===== src/rtl/video_timing_gen.sv =====
// Raster timing generator: registered blank/hsync/vsync, raster position,
// and line/frame markers, advancing one pixel per ce on the pixel clock.
module video_timing_gen #(
    parameter int H_ACTIVE  = 640,
    parameter int H_FP      = 16,
    parameter int H_SYNC    = 96,
    parameter int H_BP      = 48,
    parameter int V_ACTIVE  = 480,
    parameter int V_FP      = 10,
    parameter int V_SYNC    = 2,
    parameter int V_BP      = 33,
    parameter bit HSYNC_POL = 1'b0,
    parameter bit VSYNC_POL = 1'b0
) (
    input  logic        clk,
    input  logic        reset,
    input  logic        ce,
    output logic        blank,
    output logic        hsync,
    output logic        vsync,
    output logic [11:0] xpos,
    output logic [11:0] ypos,
    output logic        line_start,
    output logic        frame_start
);

    localparam int H_TOTAL = H_ACTIVE + H_FP + H_SYNC + H_BP;
    localparam int V_TOTAL = V_ACTIVE + V_FP + V_SYNC + V_BP;

    // 13-bit bounds so a 4096 total cannot alias to zero
    localparam logic [12:0] H_ACT_B = 13'(H_ACTIVE);
    localparam logic [12:0] H_SS_B  = 13'(H_ACTIVE + H_FP);
    localparam logic [12:0] H_SE_B  = 13'(H_ACTIVE + H_FP + H_SYNC);
    localparam logic [12:0] V_ACT_B = 13'(V_ACTIVE);
    localparam logic [12:0] V_SS_B  = 13'(V_ACTIVE + V_FP);
    localparam logic [12:0] V_SE_B  = 13'(V_ACTIVE + V_FP + V_SYNC);
    localparam logic [11:0] H_LAST  = 12'(H_TOTAL - 1);
    localparam logic [11:0] V_LAST  = 12'(V_TOTAL - 1);

    logic [11:0] hcnt_q, hcnt_d;
    logic [11:0] vcnt_q, vcnt_d;
    logic        blank_q, blank_d;
    logic        hsync_q, hsync_d;
    logic        vsync_q, vsync_d;
    logic [11:0] xpos_q, xpos_d;
    logic [11:0] ypos_q, ypos_d;
    logic        line_start_q, line_start_d;
    logic        frame_start_q, frame_start_d;

    logic [12:0] h_ext;
    logic [12:0] v_ext;
    logic        in_hsync;
    logic        in_vsync;

    assign h_ext    = {1'b0, hcnt_q};
    assign v_ext    = {1'b0, vcnt_q};
    assign in_hsync = (h_ext >= H_SS_B) && (h_ext < H_SE_B);
    assign in_vsync = (v_ext >= V_SS_B) && (v_ext < V_SE_B);

    always_comb begin
        hcnt_d        = hcnt_q;
        vcnt_d        = vcnt_q;
        blank_d       = blank_q;
        hsync_d       = hsync_q;
        vsync_d       = vsync_q;
        xpos_d        = xpos_q;
        ypos_d        = ypos_q;
        line_start_d  = line_start_q;
        frame_start_d = frame_start_q;
        if (reset) begin
            hcnt_d        = 12'd0;
            vcnt_d        = 12'd0;
            blank_d       = 1'b1;
            hsync_d       = !HSYNC_POL;
            vsync_d       = !VSYNC_POL;
            xpos_d        = 12'd0;
            ypos_d        = 12'd0;
            line_start_d  = 1'b0;
            frame_start_d = 1'b0;
        end else if (ce) begin
            blank_d       = (h_ext >= H_ACT_B) || (v_ext >= V_ACT_B);
            hsync_d       = in_hsync ? HSYNC_POL : !HSYNC_POL;
            vsync_d       = in_vsync ? VSYNC_POL : !VSYNC_POL;
            xpos_d        = hcnt_q;
            ypos_d        = vcnt_q;
            line_start_d  = (hcnt_q == 12'd0);
            frame_start_d = (hcnt_q == 12'd0) && (vcnt_q == 12'd0);
            if (hcnt_q == H_LAST) begin
                hcnt_d = 12'd0;
                vcnt_d = (vcnt_q == V_LAST) ? 12'd0 : vcnt_q + 12'd1;
            end else begin
                hcnt_d = hcnt_q + 12'd1;
            end
        end
    end

    always_ff @(posedge clk) begin
        hcnt_q        <= hcnt_d;
        vcnt_q        <= vcnt_d;
        blank_q       <= blank_d;
        hsync_q       <= hsync_d;
        vsync_q       <= vsync_d;
        xpos_q        <= xpos_d;
        ypos_q        <= ypos_d;
        line_start_q  <= line_start_d;
        frame_start_q <= frame_start_d;
    end

    assign blank       = blank_q;
    assign hsync       = hsync_q;
    assign vsync       = vsync_q;
    assign xpos        = xpos_q;
    assign ypos        = ypos_q;
    assign line_start  = line_start_q;
    assign frame_start = frame_start_q;

endmodule


===== config.mk =====
export PLATFORM = sky130hd
export DESIGN_NAME = video_timing_gen
export DESIGN_NICKNAME = d
export VERILOG_FILES = /design/src/rtl/video_timing_gen.sv
export SDC_FILE = /design/constraint.sdc
export NUM_CORES = 1
export LEC_CHECK = 0
export CORE_UTILIZATION = 39
export DETAILED_ROUTE_END_ITERATION = 12
export GPL_TIMING_DRIVEN = 0
export HOLD_SLACK_MARGIN = 0.15
export MAX_ROUTING_LAYER = met4
export PLACE_DENSITY = 0.57
export SLEW_MARGIN = 20
export SYNTH_ARGS = -nofsm -noshare
export SYNTH_HDL_FRONTEND = slang
export SYNTH_SLANG_ARGS = --single-unit

===== constraint.sdc =====
create_clock -name clk -period 6.3 [get_ports clk]
set_input_delay 0.945 -clock clk [delete_from_list [all_inputs] [get_ports clk]]
set_output_delay 0.945 -clock clk [all_outputs]
set_load 0.005 [all_outputs]

# Word level (Yosys, flattened, before mapping)
# Cells that the tools add are included.
[totals]
input_bits = 3
regBits = 53
wordCells = 30
out_inout_bits = 29
[op_classes]
order_cmp = 6
mux = 4
eq_ne = 2
n_reduce_logical = 7
n_addsub = 2
[op_table]
columns = ["op", "n"]
rows = [
  ["12-bit by 1-bit adder with 12-bit output, second input constant", 2],
  ["12-bit by 10-bit == test with 1-bit output, second input constant", 2],
  ["12-bit by 10-bit greater-or-equal comparator with 1-bit output, second input constant", 2],
  ["12-bit by 9-bit greater-or-equal comparator with 1-bit output, second input constant", 2],
  ["12-bit zero test", 2],
  ["12-bit two-way mux", 2],
  ["12-bit by 10-bit < comparator with 1-bit output, second input constant", 1],
  ["12-bit by 9-bit < comparator with 1-bit output, second input constant", 1],
  ["1-bit logical AND", 3],
  ["1-bit two-way mux", 2],
  ["2-bit AND reduction", 1],
  ["1-bit logical OR", 1],
]

# Depth between registers and ports, before layout
# Gate-level depths: netlist (run 1).
[logic_depth]
depth_word = 3
depth_mapped = 7
depth_no_buf = 6

# Worst setup path after synthesis (run 1)
# No wires, ideal clock.
[synth_path]
path_kind = "input-to-reg"
from = "input ce"
to = "register vcnt_q[6]"
path_buffers = 1
slack_ns = 3.718
path_stages = 5
arrival_ns = 2.511
path_cell_list = "or3b_1 -> or4_1 -> buf_2 -> or4_1 -> a21oi_1"
[synth_between]
elab_chain_cells = 1
[synth_rtl]
columns = ["item", "line_no", "text"]
rows = [
  ["from (decl)", "17", "input logic ce,"],
  ["2-bit AND reduction (no source line)", "-", ""],
  ["to (signal assigned)", "99", "vcnt_q <= vcnt_d;"],
  ["to (decl)", "41", "logic [11:0] vcnt_q, vcnt_d;"],
]
# Every way passes these cells.
# A chain may end at the register's enable or synchronous reset.

==> results.yml, run 1 <==
synth:
  ys_top_cells_by_area: "dfxtp_1 45%, mux2i_1 11%, nor2_1 5.6%, ha_1 2.7%, or4_1 2.6%"
  synthArstFlopShare_pct: 0
  synthFlopType: "dfxtp_1"
  synth_fp_nets: 269
  yosysTopAreaCellShare_pct: 45.2
  synth_edf_count: 0
  synth_cells: 261
  syn_area_sq_um: 2350
  ys_seq_elements: 53
  synth_seq_area_share_pct: 45.2
  yosysTopAreaCell: "dfxtp_1"
  syn_avg_cell_area_sq_um: 9.00
  synth_cell_type_count: 40
  yosys_warnings: 0
hold_path:
  hold_class: "flop to flop"
sta:
  rsz0062_at_grt: "no"
  clock_skew_ns: 0.00539
  tightest_slew_ns: 0.901
  setup_ws_ns: 3.26
  finalSetupViolCount: 0
  hold_viol: 0
  layout_min_cycle_time_ns: 3.04
  clock.fmax_ghz: 0.329
  slew_violations: 0
  layout_worst_path_cycle_share_pct: 48.2
  slew_headroom_pct: 39.1
  setup_tns_ns: 0
die:
  placeableCoreArea_sq_um: 5640
  io_pins: 32
  row_count: 27
  start_util_pct: 41.6
  die_height_microns: 79.6
  die-area_sq_um: 6340
  die_w_microns: 79.6
setup_path:
  path_max_fanout: 10
  critPathArrivalTime_ns: 3.22
  cp-start-kind: "primary input"
  cp_data_required_time_ns: 6.48
  end_kind: "flop"
  critPathKind: "primary input to flop"
placement:
  dp_hpwl_mm: 3.76
  io_buffers: 31
  place_congestion: 0.806
  pre_cts_ws_ns: 2.90
  place_inst: 364
job:
  cap_viol_max_count: 0
clocking:
  cts_buffers: 5
  cts-resized-gates: 0
  ctsRootBufferMaster: "clkbuf_8"
  clk_path_buf_depth: 2
  clk_pin_slew_worst_paths_ns: 0.09
  clock-sinks: 53
  hold_buffers: 0
  post_cts_buffers: 0
  cts_tree: "yes"
  cts-htree-levels: 2
  clkLatencyLatePin_ns: 0.30
drt:
  wl_mm: 5.23
  ant_nets: 0
  wl_per_cell_microns: 14.1
  route.vias.total: 1972
  drc: 0
  drt-initial-drc-count: 93
  drt-pass1-iter-count: 4
  vias_per_cell: 5.32
global_routing:
  use_met3_pct: 2.86
  track_usage_pct: 18.5
  grt_util_met1_pct: 27.5
  grtUsageMet2_pct: 24.9
  grt.busiest_layer: "met1"
  grt_pass1_vias: 1809
  antenna_found_initial: 0
  grt_overflow: 0
  grt_pass1_wl_mm: 8.82
  grt_max_degree: 15
final_layout:
  regArea_sq_um: 1060
  fillerInstances: 555
  syn_to_final_growth_pct: 20.7
  final_cells: 371
  num_antenna_cells: 0
  fin_util_pct: 50.3
  multi_input_area_sq_um: 1180
  final_nets: 307
  drive_gt1_share_pct: 5.35
pwr:
  leakage_nw: 1.03
  ir_worst_vdd_uv: 102
  finalPower_mw: 0.565
  power.density_nw_per_um2: 199
outcome:
  status: "complete, no violations"
## kinds of logic (layout without fill, tap and decap cells)
group | Yosys count | after routing | synth area share, %
mux | 26 | 26 | 11.1
fa+ha+maj | 5 | 5 | 2.66
simple gates | 102 | 102 | 22.5
flops | 53 | 53 | 45.2
buf+inv | 29 | 67 | 4.74
compound gates | 38 | 38 | 10.8
xor+xnor | 8 | 8 | 2.98
## registers in the layout (all words and copies together), names as in the netlist
signal and flops:
blank 1, hcnt_q 12, ypos 12, frame_start 1, vcnt_q 12, line_start 1
xpos 12, hsync 1, vsync 1
## power by group
part	leakage, nW	internal, mW	switching, mW	total (mW)
clock	0.0443	0.0875	0.106	0.194
combinational	0.560	0.0140	0.0174	0.0314
sequential	0.428	0.338	0.00209	0.340
total	1.03	0.439	0.126	0.565
## cells in the mapped netlist (all sizes together), types with 6 or more instances
master	number
buf	6
nand4	8
mux2i	25
dfxtp	53
or4	8
clkbuf	12
nor2	35
nand2	12
o21ai	10
or3	6
a21oi	9
nor3	11
inv	10
## path summary, 6_finish.rpt
check             startpoint         end  slack [ns]  depth (start not counted)
setup reg to reg   vcnt_q[0]   vcnt_q[6]        3.95                          6
setup / recovery          ce   hcnt_q[8]        3.26                          5
hold reg to reg   line_start  line_start        0.47                          2
hold / removal    line_start  line_start        0.47                          2
## cell type report
class                   count  area share, %
inverters                  11           1.46
flip-flops and latches     53           37.4
clock buffers               7           3.05
well taps                  72           3.18
repair buffers             31           10.9
multi-input cells         179           41.5
plain buffers              18           2.47
## placed cells by master, fill, tap and decap left out, drive strengths merged
cell type / Yosys / layout
nand4b: 2 / 2
o22ai: 1 / 1
a211oi: 1 / 1
nor2b: 1 / 1
buf: 6 / 6
xor2: 3 / 3
clkbuf: 12 / 19
a22o: 3 / 3
o31ai: 4 / 4
and2: 1 / 1
o21a: 2 / 2
clkinv: 1 / 1
o21ai: 10 / 10
nor3b: 1 / 1
or3: 6 / 6
o211ai: 3 / 3
ha: 5 / 5
or2: 5 / 5
nand3: 5 / 5
and3: 1 / 1
inv: 10 / 10
xnor2: 5 / 5
nor3: 11 / 11
o41ai: 3 / 3
nor2: 35 / 35
a21oi: 9 / 9
nand2b: 3 / 3
or3b: 1 / 1
nor4: 1 / 1
nand2: 12 / 12
clkdlybuf4s50: 0 / 31
or4b: 1 / 1
o32ai: 2 / 2
dfxtp: 53 / 53
mux2i: 25 / 25
or4: 8 / 8
nand4: 8 / 8
mux2: 1 / 1
## critical path: stages
cell and delay (ns):
clkdlybuf4s50_1 0.51, or3b_1 0.39, o41ai_1 0.81, clkbuf_1 0.46, nor2_1 0.10
## metal layers
| layer | share of wire (%) | up-vias |
|---|---|---|
| met3 | 3.9 | 7 |
| met2 | 40 | 44 |
| li1 | - | 995 |
| met1 | 55 | 926 |
| met4 | 1.3 | 0 |
| met5 | 0 | - |
## metrics by stage
step                cell area [sq um]  hold slack [ns]
floorplan                        2350            0.462
global placement                 2750            0.456
detailed placement               2750            0.462
CTS                              2840            0.475
global route                     2840            0.523
finish                           2840            0.473
Note: power is estimated with default switching activity, not from simulation.
==> run 2, diff against run 1 <==
Clock period 6.3 ns to 3.1 ns, I/O delays scaled along.
==> results of run 2 <==
The final DEF is identical to that of run 1. Status: complete, no violations.
Main changes from that run: setup slack after placement 2.90 ns -> 0.177 ns; setup slack after layout 3.26 ns -> 0.541 ns; register-to-register setup slack 3.95 ns -> 0.75 ns; total power 0.565 mW -> 1.15 mW; worst IR drop on VDD 102 uV -> 207 uV
==> run 3, diff against run 2 <==
Settings changed: PLACE_DENSITY 0.57 to 0.59.
Clock period 3.1 ns to 2.2 ns, I/O delays scaled along.
==> results.yml, run 3 (synthesized netlist as in run 1, its figures left out) <==
final_layout:
  fillerInstances: 525
  fin_util_pct: 51.7
  num_antenna_cells: 0
  design_area_sq_um: 2920
  final_common_cell: "dfxtp_1"
  final_nets: 301
  drive_gt1_share_pct: 11.9
  layout.cells.most_common_list: "45 x dfxtp_1, 34 x nor2_1, 30 x clkdlybuf4s50_1, 25 x mux2i_1, 12 x nand2_1"
  syn_to_final_growth_pct: 24.2
die:
  row_count: 27
  io_pins: 32
  die_w_microns: 79.6
  placeableCoreArea_sq_um: 5640
  die_height_microns: 79.6
  start_util_pct: 41.6
  die-area_sq_um: 6340
sta:
  slew_violations: 0
  tightest_slew_ns: 0.732
  slew_headroom_pct: 51.2
  hold_viol: 0
  setup_ws_ns: 0.0589
  clock.fmax_ghz: 0.467
  layout_min_cycle_time_ns: 2.14
  setup_tns_ns: 0
  clock_skew_ns: 0.00648
  layout_worst_path_cycle_share_pct: 97.3
  finalSetupViolCount: 0
placement:
  io_buffers: 31
  place_congestion: 0.829
  dp_hpwl_mm: 3.78
  pre_cts_ws_ns: -0.523
  dpl_cell_area_sq_um: 2750
clocking:
  clk_path_buf_depth: 2
  clock-sinks: 53
  cts-htree-levels: 2
  clkLatencyLatePin_ns: 0.30
  cts_tree: "yes"
  clk_pin_slew_worst_paths_ns: 0.10
  ctsRootBufferMaster: "clkbuf_8"
  post_cts_buffers: 0
  cts_buffers: 5
  hold_buffers: 0
setup_path:
  critPathKind: "flop to flop"
  r2r_slack_ns: 0.06
  cp_slowest_cell: "or4_1"
  cp_cell_sequence: "or3b_4, or4_4, buf_6, or4_1, a21oi_1"
  end_kind: "flop"
  reg2reg_from: "hcnt_q[11]"
  r2r_end: "vcnt_q[6]"
  cp-start-kind: "flop"
  cp.buffers_inverters: 1
  r2r_cells: 5
  crit_family: "simple AND/OR/NAND/NOR gates"
  path_max_fanout: 7
  cp_data_required_time_ns: 2.44
  critPathArrivalTime_ns: 2.38
  slowest_delay_ns: 0.50
  worst-path-stages: 5
pwr:
  ir_worst_vdd_uv: 352
  finalPower_mw: 1.77
  power.density_nw_per_um2: 606
  leakage_nw: 1.05
global_routing:
  grt_overflow: 0
  track_usage_pct: 18.6
  grt_pass1_wl_mm: 8.83
  antenna_found_initial: 0
  grt_pass1_vias: 1759
  grt_max_degree: 17
hold_path:
  min_to: "frame_start"
  hold_path_startpoint: "frame_start"
  hold_class: "flop to flop"
  worstHoldPathCells: 2
drt:
  route.vias.total: 1924
  vias_per_cell: 5.26
  ant_nets: 0
  drt-initial-drc-count: 114
  wl_per_cell_microns: 14.8
  wl_mm: 5.41
  drc: 0
  drt-pass1-iter-count: 4
job:
  cap_viol_max_count: 0
outcome:
  status: "complete, no violations"
==> run 3: what timing repair did <==
item	4_1_cts	5_1_grt
resized for setup	12	13
hold endpoints to repair	0	0
endpoints found under the setup margin	20	11
pin swaps	0	1
==> run 3: where the power goes <==
part           internal [mW]  switching [mW]  total, mW  leakage, nW
logic                 0.0423          0.0512     0.0935        0.559
clock network          0.370           0.329      0.699       0.0574
registers              0.967         0.00741      0.974        0.432
total                   1.38           0.387       1.77         1.05
==> run 3: worst register-to-register path, cell delays in order, from the launching register on <==
cell,delay (ns)
dfxtp_4,0.38
or3b_4,0.42
or4_4,0.49
buf_6,0.15
or4_1,0.50
a21oi_1,0.15
==> run 3: metal layers <==
layer	global-route usage, %	wire [microns]	part of all wire [%]
met1	27.0	2870	53
met2	25.7	2250	42
met3	3.66	205	3.8
met4	5.64	74	1.4
met5	-	0	0
==> run 3: metrics by stage <==
stage / std cells / hold slack [ns]
CTS: 368 / 0.482
global placement: 364 / 0.460
finish: 366 / 0.475
detailed placement: 364 / 0.467
global route: 366 / 0.505
floorplan: 261 / 0.462
==> run 3: final cells by class <==
type	instances	area (sq um)	share of cell area [%]
inverter	11	41.3	1.42
sequential	53	1070	36.8
buffer	12	53.8	1.84
clock inverter	2	37.5	1.29
multi-input combinational	179	1230	42.1
timing repair buffer	31	309	10.6
tap	72	90.1	3.09
clock buffer	6	82.6	2.83
==> run 3: worst max path at each step <==
stage                     from         end
floorplan            vcnt_q[0]  vcnt_q[10]
CTS                 hcnt_q[11]   vcnt_q[6]
global placement            ce   hcnt_q[7]
global route         hcnt_q[9]   vcnt_q[6]
finish              hcnt_q[11]   vcnt_q[6]
detailed placement          ce   hcnt_q[9]
